**src/rtl/tespar_histogram.sv**
```systemverilog
// TESPAR symbol histogram. Accumulates 32 saturating bins over one frame of
// symbols, then streams the bins out in index order with a valid/ready
// handshake, clearing each bin as it is taken.
module tespar_histogram #(
  parameter int unsigned FRAME_LEN = 16,
  parameter int unsigned CNT_W     = 8
) (
  input  logic             clk,
  input  logic             reset,
  input  logic [4:0]       sym_in,
  input  logic             sym_valid,
  output logic             sym_ready,
  input  logic             flush,
  output logic [4:0]       out_index,
  output logic [CNT_W-1:0] out_count,
  output logic             out_valid,
  input  logic             out_ready,
  output logic             out_last,
  output logic             out_sat
);

  typedef enum logic [0:0] {StAccum, StDump} state_e;

  localparam logic [15:0]      FrameLast = 16'(FRAME_LEN);
  localparam logic [CNT_W-1:0] CntMax    = '1;

  state_e           state_q, state_d;
  logic [CNT_W-1:0] bins_q [32];
  logic [CNT_W-1:0] bins_d [32];
  logic [15:0]      frame_cnt_q, frame_cnt_d;
  logic [4:0]       idx_q, idx_d;
  logic             sat_q, sat_d;
  logic             accept;

  assign accept = (state_q == StAccum) && sym_valid;

  // Next-state: bin accumulation in ACCUM, bin drain in DUMP.
  always_comb begin
    state_d     = state_q;
    frame_cnt_d = frame_cnt_q;
    idx_d       = idx_q;
    sat_d       = sat_q;
    for (int i = 0; i < 32; i++) begin
      bins_d[i] = bins_q[i];
    end
    unique case (state_q)
      StAccum: begin
        if (accept) begin
          // A full bin stays full; the symbol still counts toward the frame.
          if (bins_q[sym_in] == CntMax) begin
            sat_d = 1'b1;
          end else begin
            bins_d[sym_in] = bins_q[sym_in] + 1'b1;
          end
          frame_cnt_d = frame_cnt_q + 16'd1;
        end
        if ((accept && (frame_cnt_d == FrameLast)) ||
            (flush && ((frame_cnt_q != 16'd0) || accept))) begin
          state_d = StDump;
        end
      end
      StDump: begin
        if (out_ready) begin
          bins_d[idx_q] = '0;
          idx_d         = idx_q + 5'd1;
          if (idx_q == 5'd31) begin
            state_d     = StAccum;
            frame_cnt_d = '0;
            sat_d       = 1'b0;
          end
        end
      end
    endcase
  end

  // State registers with synchronous reset; reset wins over everything.
  always_ff @(posedge clk) begin
    if (reset) begin
      state_q     <= StAccum;
      frame_cnt_q <= '0;
      idx_q       <= '0;
      sat_q       <= 1'b0;
      for (int i = 0; i < 32; i++) begin
        bins_q[i] <= '0;
      end
    end else begin
      state_q     <= state_d;
      frame_cnt_q <= frame_cnt_d;
      idx_q       <= idx_d;
      sat_q       <= sat_d;
      for (int i = 0; i < 32; i++) begin
        bins_q[i] <= bins_d[i];
      end
    end
  end

  // Outputs decode only from registered state.
  always_comb begin
    sym_ready = (state_q == StAccum);
    out_valid = (state_q == StDump);
    out_index = idx_q;
    out_count = out_valid ? bins_q[idx_q] : '0;
    out_last  = out_valid && (idx_q == 5'd31);
    out_sat   = out_valid && sat_q;
  end

endmodule

```
**config.mk**
```make
export PLATFORM = sky130hd
export DESIGN_NAME = tespar_histogram
export DESIGN_NICKNAME = d
export VERILOG_FILES = /design/src/rtl/tespar_histogram.sv
export SDC_FILE = /design/constraint.sdc
export NUM_CORES = 1
export LEC_CHECK = 0
export ABC_AREA = 0
export ABC_CLOCK_PERIOD_IN_PS = 3400
export BUFFER_PORTS_ARGS = -buffer_cell sky130_fd_sc_hd__buf_2
export CAP_MARGIN = 30
export CORE_MARGIN = 10
export CORE_UTILIZATION = 45
export DETAILED_ROUTE_END_ITERATION = 8
export SLEW_MARGIN = 20
export SYNTH_ARGS = -nofsm -noshare
export SYNTH_HDL_FRONTEND = slang
export SYNTH_SLANG_ARGS = --single-unit
```
**constraint.sdc**
```tcl
create_clock -name clk -period 3.4 [get_ports clk]
set_input_delay 0.68 -clock clk [delete_from_list [all_inputs] [get_ports clk]]
set_output_delay 0.68 -clock clk [all_outputs]
set_load 0.02 [all_outputs]
```
# Yosys cells after proc, flatten, opt, wreduce, memory -nomap -nowiden
# Memory sizes are Yosys's and may differ from the RTL's. A register that Yosys moved wholly into a read port is not among the register bits.
# Cells that the tools add are included.
dict set report word_totals {
  wordCells 130
  ff_bits 23
  mem_count 1
  inputBits 10
  out_inout_bits 17
  mem_bits_rw 256
}
# name words word_bits read_ports rd_ports_with_merged_regs wr line_no
set mem_list {}
lappend mem_list {bins_q 32 8 34 1 32 28} ;# logic [CNT_W-1:0] bins_q [32];
dict set report classes {
  n_addsub 3
  eq_ne 7
  n_reduce_logical 13
  mux 61
  n_bitwise 37
  magnitude_cmp 4
}
# cell count
set op_table {}
lappend op_table {{2-to-1 mux 256 bit} 3}
lappend op_table {{one-hot mux 256 bit (2 select lines)} 1}
lappend op_table {{2-to-1 mux 8 bit} 35}
lappend op_table {{bitwise AND 256 bit} 1}
lappend op_table {{bitwise mux 256 bit} 1}
lappend op_table {{inverter 256 bit} 1}
lappend op_table {{demux 8 bit (select 5 bit)} 2}
lappend op_table {{2-to-1 mux 16 bit} 4}
lappend op_table {{bitwise OR 1 bit} 32}
lappend op_table {{one-hot mux 16 bit (2 select lines)} 1}
lappend op_table {{adder 16 x 1 -> 16 bit, second input constant} 1}
lappend op_table {{== test 16 x 5 -> 1 bit, second input constant} 1}
lappend op_table {{nonzero test 16 bit} 1}
lappend op_table {{>= comparator 6 bit, second input constant} 2}
lappend op_table {{< comparator 6 x 1 -> 1 bit, second input constant} 2}
lappend op_table {{inverter 5 -> 6 bit} 2}
lappend op_table {{2-to-1 mux 1 bit} 10}
lappend op_table {{2-to-1 mux 5 bit} 2}
lappend op_table {{adder 8 x 1 -> 8 bit, second input constant} 1}
lappend op_table {{== test 8 bit, second input constant} 1}
lappend op_table {{logical AND 1 bit} 7}
lappend op_table {{!= test 2 x 1 -> 1 bit, second input constant} 3}
lappend op_table {{adder 5 x 1 -> 5 bit, second input constant} 1}
lappend op_table {{== test 5 bit, second input constant} 1}
lappend op_table {{other kinds (6)} 9}

# Longest topological paths before layout
# Gate-level depths: netlist of the first run.
dict set report depth {
  ltp_word 10
  ltp_mapped 15
  mapped_depth_nobuf 10
}

# Worst setup path before layout of the first run
# OpenSTA, ideal clock, no wires.
dict set report synth_path {
  kind {input port to flip-flop}
  startpoint {input port sym_in[1]}
  endpoint {memory bins_q[0][2]}
  arrival_ns 3.578
  stages 12
  setup_ns 0.062
  n_path_buf 3
  t_required_ns 3.338
  path_slack_ns -0.240
  path_cell_list {buf_4 > buf_6 > buf_2 > mux2i_1 > o22ai_1 > or4_1 > nor2_2 > inv_1 > ha_1 > xnor2_1 > nor4_1 > a22o_1}
}
# item line_no
set synth_rtl {}
lappend synth_rtl {{from (decl)} 10} ;# input logic [4:0] sym_in,
lappend synth_rtl {{to (decl)} 28}

==> qor.yml, run 1 <==
status: "complete, but fails checks"
violations: "setup timing"
antennaDiodeCount: 0
port_buffers: 26
r2r_end: "bins_q[2][4]"
yosys.area.top_type: "dfxtp_1"
synth_flop_cell: "dfxtp_1"
synth.most_common_cell: "dfxtp_1"
htree_levels: 2
synth_area_um2: 15000
drtIter0Drc: 1525
pre_cts_slack_ps: -479
dpl.hpwl_um: 41800
cp.required_ps: 2720
hold_buffers: 0
die_w_um: 203
ff2ff_path_depth: 12
slew_headroom_pct: 32.1
power.total_uw: 7780
netlist_top_cells_area: "dfxtp_1, mux4_2, mux2i_1"
routabilityCongestion: 1.02
worstHoldStart: "bins_q[17][5]"
fin_util_pct: 56.0
reg2reg_slack_ps: 430
via_count: 13700
clk_pin_slew_worst_paths_ps: 60
ff_latch_area_um2: 5690
fillCellCount: 2917
firstDrtPassIters: 6
postSynth.asyncResetShare_pct: 0
numCtsBuffers: 34
rsz0062_at_grt: "true"
synthCells: 1450
routedWlPerCell_um: 28.5
vdd_drop_max_mv: 0.328
wirelength_met1_um: 23700
cts_sinks: 284
initial_utilization_pct: 45.8
core-area_um2: 32700
synth_fp_nets: 1468
dieArea_um2: 41000
end_kind: "output pin"
synth_top_area_share_pct: 37.9
clock_path_buffers: 3
synth_commonest_cells: "dfxtp_1, mux2i_1, a22o_1"
start_kind: "register"
insertion_delay_ps: 530
synthDistinctLibCells: 57
cts_tree: "done"
path_max_fanout: 5
finalSetupViolations: 8
p_leak_uw: 0.00667
grt_antenna_before_repair: 0
hold_depth: 1
multi_input_area_um2: 8660
gr-total-overflow: 0
hold_viol: 0
maxCapViolCount: 0
wl_met2_um: 26700
drt_drc_violations_left: 0
cts_root_buf: "clkbuf_16"
synth_edf_count: 0
highest_layer: "met4"
drive_gt1_share_pct: 26.5
ys_seq_elements: 284
track_usage_pct: 27.2
powerDensity_nw_per_um2: 425
whs_endpoint: "bins_q[17][5]"
pin_count: 27
min_path_type: "reg2reg"
clock_skew_ps: 17.2
timing.final.crit_share_pct: 103
drt-total-wl_um: 58200
grt_max_degree: 42
rr_startpoint: "bins_q[23][0]"
yosys_warnings: 0
row_count: 66
vias_per_cell: 6.72
timing_worst_setup_path_type: "reg2out"
grt_pass1_wl_um: 86100
ant_nets: 0
report.final.slew_viol_count: 0
tightestPinTransition_ps: 1010
area_growth_pct: 22.1
critical_path_arrival_ps: 2840
synth-seq-area-share_pct: 37.9
avgSynthCellArea_um2: 10.3
worst_slack_ps: -116
period_minus_slack_ps: 3520
dr_wl_met3_um: 5340
whs_ps: 483
grt_pass1_vias: 13100
nNetsFinal: 1596
die_height_um: 203
max_freq_mhz: 284
[sequential cells by signal, summed over array words and instances (netlist names), named ones only]
register and cells:
bins_q 256, out_valid 1, frame_cnt_q 16, sat_q 1, out_index 5
[through the flow]
stage,TNS (ps),cells,instance area [µm²]
final,-452,2043,18300
after global routing,-712,2043,18300
after CTS,-603,2037,18100
after detailed placement,-80210,1970,16800
after global placement,-77720,1970,16800
after floorplan,0,1450,15000
[cells by family (layout without fill, tap and decap cells)]
| family | after synthesis | after routing | share of synthesized area [%] |
|---|---|---|---|
| AO/OA/AOI/OAI | 476 | 477 | 23.3 |
| XOR/XNOR | 15 | 15 | 0.876 |
| adder cells (fa/ha/maj) | 8 | 8 | 0.668 |
| buffers and inverters | 159 | 309 | 5.12 |
| flip-flops | 284 | 284 | 37.9 |
| multiplexers | 218 | 218 | 21.2 |
| AND/OR/NAND/NOR | 290 | 290 | 10.9 |
[per-layer routing]
layer | up-vias | global-route usage [%]
li1 | 5949 | -
met1 | 6827 | 35.5
met2 | 789 | 43.4
met3 | 155 | 5.21
met4 | 0 | 11.3
met5 | - | 0
[placed cells by master, fill, tap and decap left out, types with 9 or more instances in the layout]
master       n
dfxtp_1    282
buf_4      184
mux2i_1    136
a22o_1     128
o22ai_1     96
mux4_2      80
nor2_1      74
o2bb2ai_1   60
o21ai_0     60
o31ai_1     48
a21oi_1     42
clkbuf_16   37
nand2b_1    32
nand2_1     31
buf_12      27
a32o_1      20
or2_1       18
or2_2       18
buf_2       17
nor4_1      16
nand3_1     12
and3_1       9
nor3_1       9
clkbuf_1     9
[power breakdown]
group / internal (µW) / switching (µW) / total, µW
sequential: 3340 / 17.9 / 3360
clock: 2190 / 1460 / 3640
combinational: 310 / 471 / 781
total: 5830 / 1940 / 7780
[timing repair]
item	CTS	global route
buffers inserted	5	1
pin swaps	0	1
cloned	3	4
setup endpoints to repair	7	152
resized for setup	7	25
[cell type report]
cell class	instances	area share, %
Tap cell	442	3.02
Clock inverter	12	0.800
Inverter	8	0.164
Multi-Input combinational cell	1008	47.3
Clock buffer	47	5.20
Timing Repair Buffer	242	12.4
Sequential cell	284	31.1
[worst max-delay path: stages, from the launching register on]
cell       delay [ps]
dfxtp_4           440
bufbuf_16         300
mux4_2            510
mux4_2            550
mux2i_2           230
nor2_1            100
buf_4             190
[how the worst max path moves through the flow]
| stage | cells past startpoint | from | to | slack [ps] |
|---|---|---|---|---|
| finish | 6 | register | out_count[6] | -120 |
| global route | 6 | register | out_count[6] | -130 |
| CTS | 7 | register | out_count[1] | -100 |
| detailed placement | 13 | sym_in[2] | bins_q[8][6] | -480 |
| global placement | 11 | sym_in[1] | bins_q[22][3] | -460 |
| floorplan | 15 | sym_in[1] | bins_q[0][4] | 7 |
Power figures use the tool's default switching activity.
==> inputs of run 2 (changes only) <==
==> constraint.sdc (replaced) <==
create_clock -name clk -period 3.4 [get_ports clk]
set_input_delay 0.34 -clock clk [delete_from_list [all_inputs] [get_ports clk]]
set_output_delay 0.34 -clock clk [all_outputs]
set_load 0.02 [all_outputs]
==> run 2 against run 1 <==
The run now ends clean. Critical endpoint is now bins_q[8][3]. Largest power group unchanged. Critical path type is now reg2reg. Global-route usage grew 0.65 points. Core utilization shrank 1.6 points. Clock skew grew 7.8 ps. Register-to-register slack lost 280 ps. Sequential share of layout area grew 0.91 points. Cell count shrank 2.0%. First-iteration DRC count grew 14%.
==> qor.yml, run 2 (synthesis results as in run 1) <==
status: "finished clean"  # was complete, but fails checks
cp_slowest_cell: "nor2_1"  # was mux4_2
whs_ps: 171  # was 483 ps
vias_per_cell: 6.76  # was 6.72
drive_gt1_share_pct: 23.7  # was 26.5%
timing.final.crit_share_pct: 95.6  # was 103%
timing_worst_setup_path_type: "reg2reg"  # was reg2out
ant_nets: 0  # unchanged
crit_path_end: "bins_q[8][3]"  # was out_count[6]
numCtsBuffers: 34  # unchanged
ff2ff_path_depth: 12  # unchanged
largest_reg_flops: 256  # unchanged
cts_sinks: 284  # unchanged
pin_count: 27  # unchanged
clock_skew_ps: 25.0  # was 17.2 ps
via_count: 13500  # was 13700
period_minus_slack_ps: 3250  # was 3520 ps
die_height_um: 203  # unchanged
start_kind: "register"  # unchanged
row_count: 66  # unchanged
crit_family: "simple AND/OR/NAND/NOR gates"  # was multiplexers
grt_max_degree: 61  # was 42
crit_start: "bins_q[30][0]"
hold_buffers: 0  # unchanged
finalSetupViolations: 0  # was 8
die_w_um: 203  # unchanged
report.final.slew_viol_count: 0  # unchanged
grt_pass1_vias: 13100  # about the same
powerDensity_nw_per_um2: 440  # was 425 nW/µm²
routabilityCongestion: 1.00  # was 1.02
min_path_type: "in2reg"  # was reg2reg
cts_root_buf: "clkbuf_16"  # unchanged
post_dp_cell_area_um2: 16500  # was 16800 µm²
power.total_uw: 7830  # was 7780 µW
path_cells: "mux2i_1 > buf_4 > o22ai_1 > or4_1 > nor2_2 > inv_1 > ha_1 > nand2_1 > o31ai_4 > buf_4 > nor2_1 > a22o_1"  # was bufbuf_16 > mux4_2 > mux4_2 > mux2i_2 > nor2_1 > buf_4
rsz0062_at_grt: "false"  # was true
slew_headroom_pct: 31.7  # was 32.1%
max_freq_mhz: 308  # was 284 MHz
antennaDiodeCount: 0  # unchanged
worst_slack_ps: 150  # was -116 ps
routedWlPerCell_um: 29.2  # was 28.5 µm
initial_utilization_pct: 45.8  # unchanged
vdd_drop_max_mv: 0.477  # was 0.328 mV
insertion_delay_ps: 530  # about the same
p_leak_uw: 0.00647  # was 0.00667 µW
htree_levels: 2  # unchanged
pre_cts_slack_ps: -332  # was -479 ps
track_usage_pct: 27.8  # was 27.2%
reg2reg_slack_ps: 150  # was 430 ps
r2r_end: "bins_q[8][3]"  # was bins_q[2][4]
gr-total-overflow: 0  # unchanged
clk_pin_slew_worst_paths_ps: 60  # about the same
critPathBufInv: 3  # was 2
final_cell_mix: "dfxtp_1, buf_4, mux2i_1"  # unchanged
path_max_fanout: 12  # was 5
tightestPinTransition_ps: 1020  # was 1010 ps
firstDrtPassIters: 6  # unchanged
drt-total-wl_um: 58400  # was 58200 µm
final_common_cell: "dfxtp_1"  # unchanged
cpMostUsedCell: "buf_4"  # was mux4_2
critical_path_arrival_ps: 3720  # was 2840 ps
final_cell_area_um2: 17800  # was 18300 µm²
hold_viol: 0  # unchanged
regMostFlops: "bins_q"  # unchanged
port_buffers: 26  # unchanged
nNetsFinal: 1556  # was 1596
clock_path_buffers: 3  # unchanged
maxCapViolCount: 0  # unchanged
cp.required_ps: 3870  # was 2720 ps
max_stage_delay_ps: 740  # was 550 ps
dpl.hpwl_um: 42600  # was 41800 µm
core-area_um2: 32700  # unchanged
cp.depth: 12  # was 6
grt_antenna_before_repair: 0  # unchanged
dieArea_um2: 41000  # unchanged
area_growth_pct: 18.6  # was 22.1%
drtIter0Drc: 1737  # was 1525
rr_startpoint: "bins_q[30][0]"  # was bins_q[23][0]
end_kind: "register"  # was output pin
drt_drc_violations_left: 0  # unchanged
grt_pass1_wl_um: 87600  # was 86100 µm
cts_tree: "done"  # unchanged
fin_util_pct: 54.4  # was 56.0%
## run 2: changes by cell type in the layout (fill, tap and decap cells not counted), sizes merged
cell,previous run,this run
buf,237,203
clkinvlp,3,0
clkbuf,51,49
bufbuf,1,0
clkinv,5,4
inv,9,10
o31ai,50,49
## run 2: stage by stage
stage,setup TNS (ps),cells
2_1_floorplan,0,1450
3_3_place_gp,-18440,1932
3_5_place_dp,-21680,1933
4_1_cts,0,1991
5_1_grt,0,2002
6_report,0,2002
## run 2: layout make-up
| type | instances | area [µm²] |
|---|---|---|
| Fill cell | 2957 | 14900 |
| Multi-Input combinational cell | 1007 | 8560 |
| Sequential cell | 284 | 5690 |
| Timing Repair Buffer | 203 | 1810 |
| Clock buffer | 49 | 1010 |
| Tap cell | 442 | 553 |
| Clock inverter | 9 | 128 |
| Inverter | 8 | 30.0 |
## run 2: what timing repair did
action                                  CTS  global route
endpoints found under the setup margin    0             2
endpoints found under the hold margin     0             0
buffers inserted                          0             9
resized for setup                         0             1
## run 2: report_power, final
part | total (µW) | leakage (µW) | switching [µW] | internal (µW)
sequential | 3350 | 0.00229 | 16.7 | 3340
clock | 3740 | 0.000562 | 1450 | 2290
combinational | 734 | 0.00362 | 465 | 269
total | 7830 | 0.00647 | 1930 | 5900
## run 2: worst min path at each step
| stage | startpoint | endpoint | slack, ps | cells after the start |
|---|---|---|---|---|
| 2_1_floorplan | sat_q | sat_q | 450 | 2 |
| 3_3_place_gp | bins_q[9][6] | bins_q[9][6] | 470 | 1 |
| 3_5_place_dp | bins_q[9][7] | bins_q[9][7] | 470 | 1 |
| 4_1_cts | flush | out_valid | 160 | 3 |
| 5_1_grt | flush | out_valid | 220 | 3 |
| 6_report | flush | out_valid | 170 | 3 |
## run 2: worst reg2reg max path: cells and delay by family (launching register included)
kind / cells / cell delay, ps
buffers and inverters: 3 / 380
muxes: 1 / 190
adders and majority gates: 1 / 270
AOI/OAI and AO/OA: 3 / 420
DFF: 1 / 360
and+or+nand+nor: 4 / 1580
## run 2: routing by layer
layer / up-vias / GRT usage [%] / part of all wire [%]
met1: 6720 / 36.0 / 40
met2: 773 / 43.4 / 45
li1: 5870 / - / -
met4: 0 / 13.5 / 4.9
met5: - / 0 / 0
met3: 170 / 6.08 / 9.6
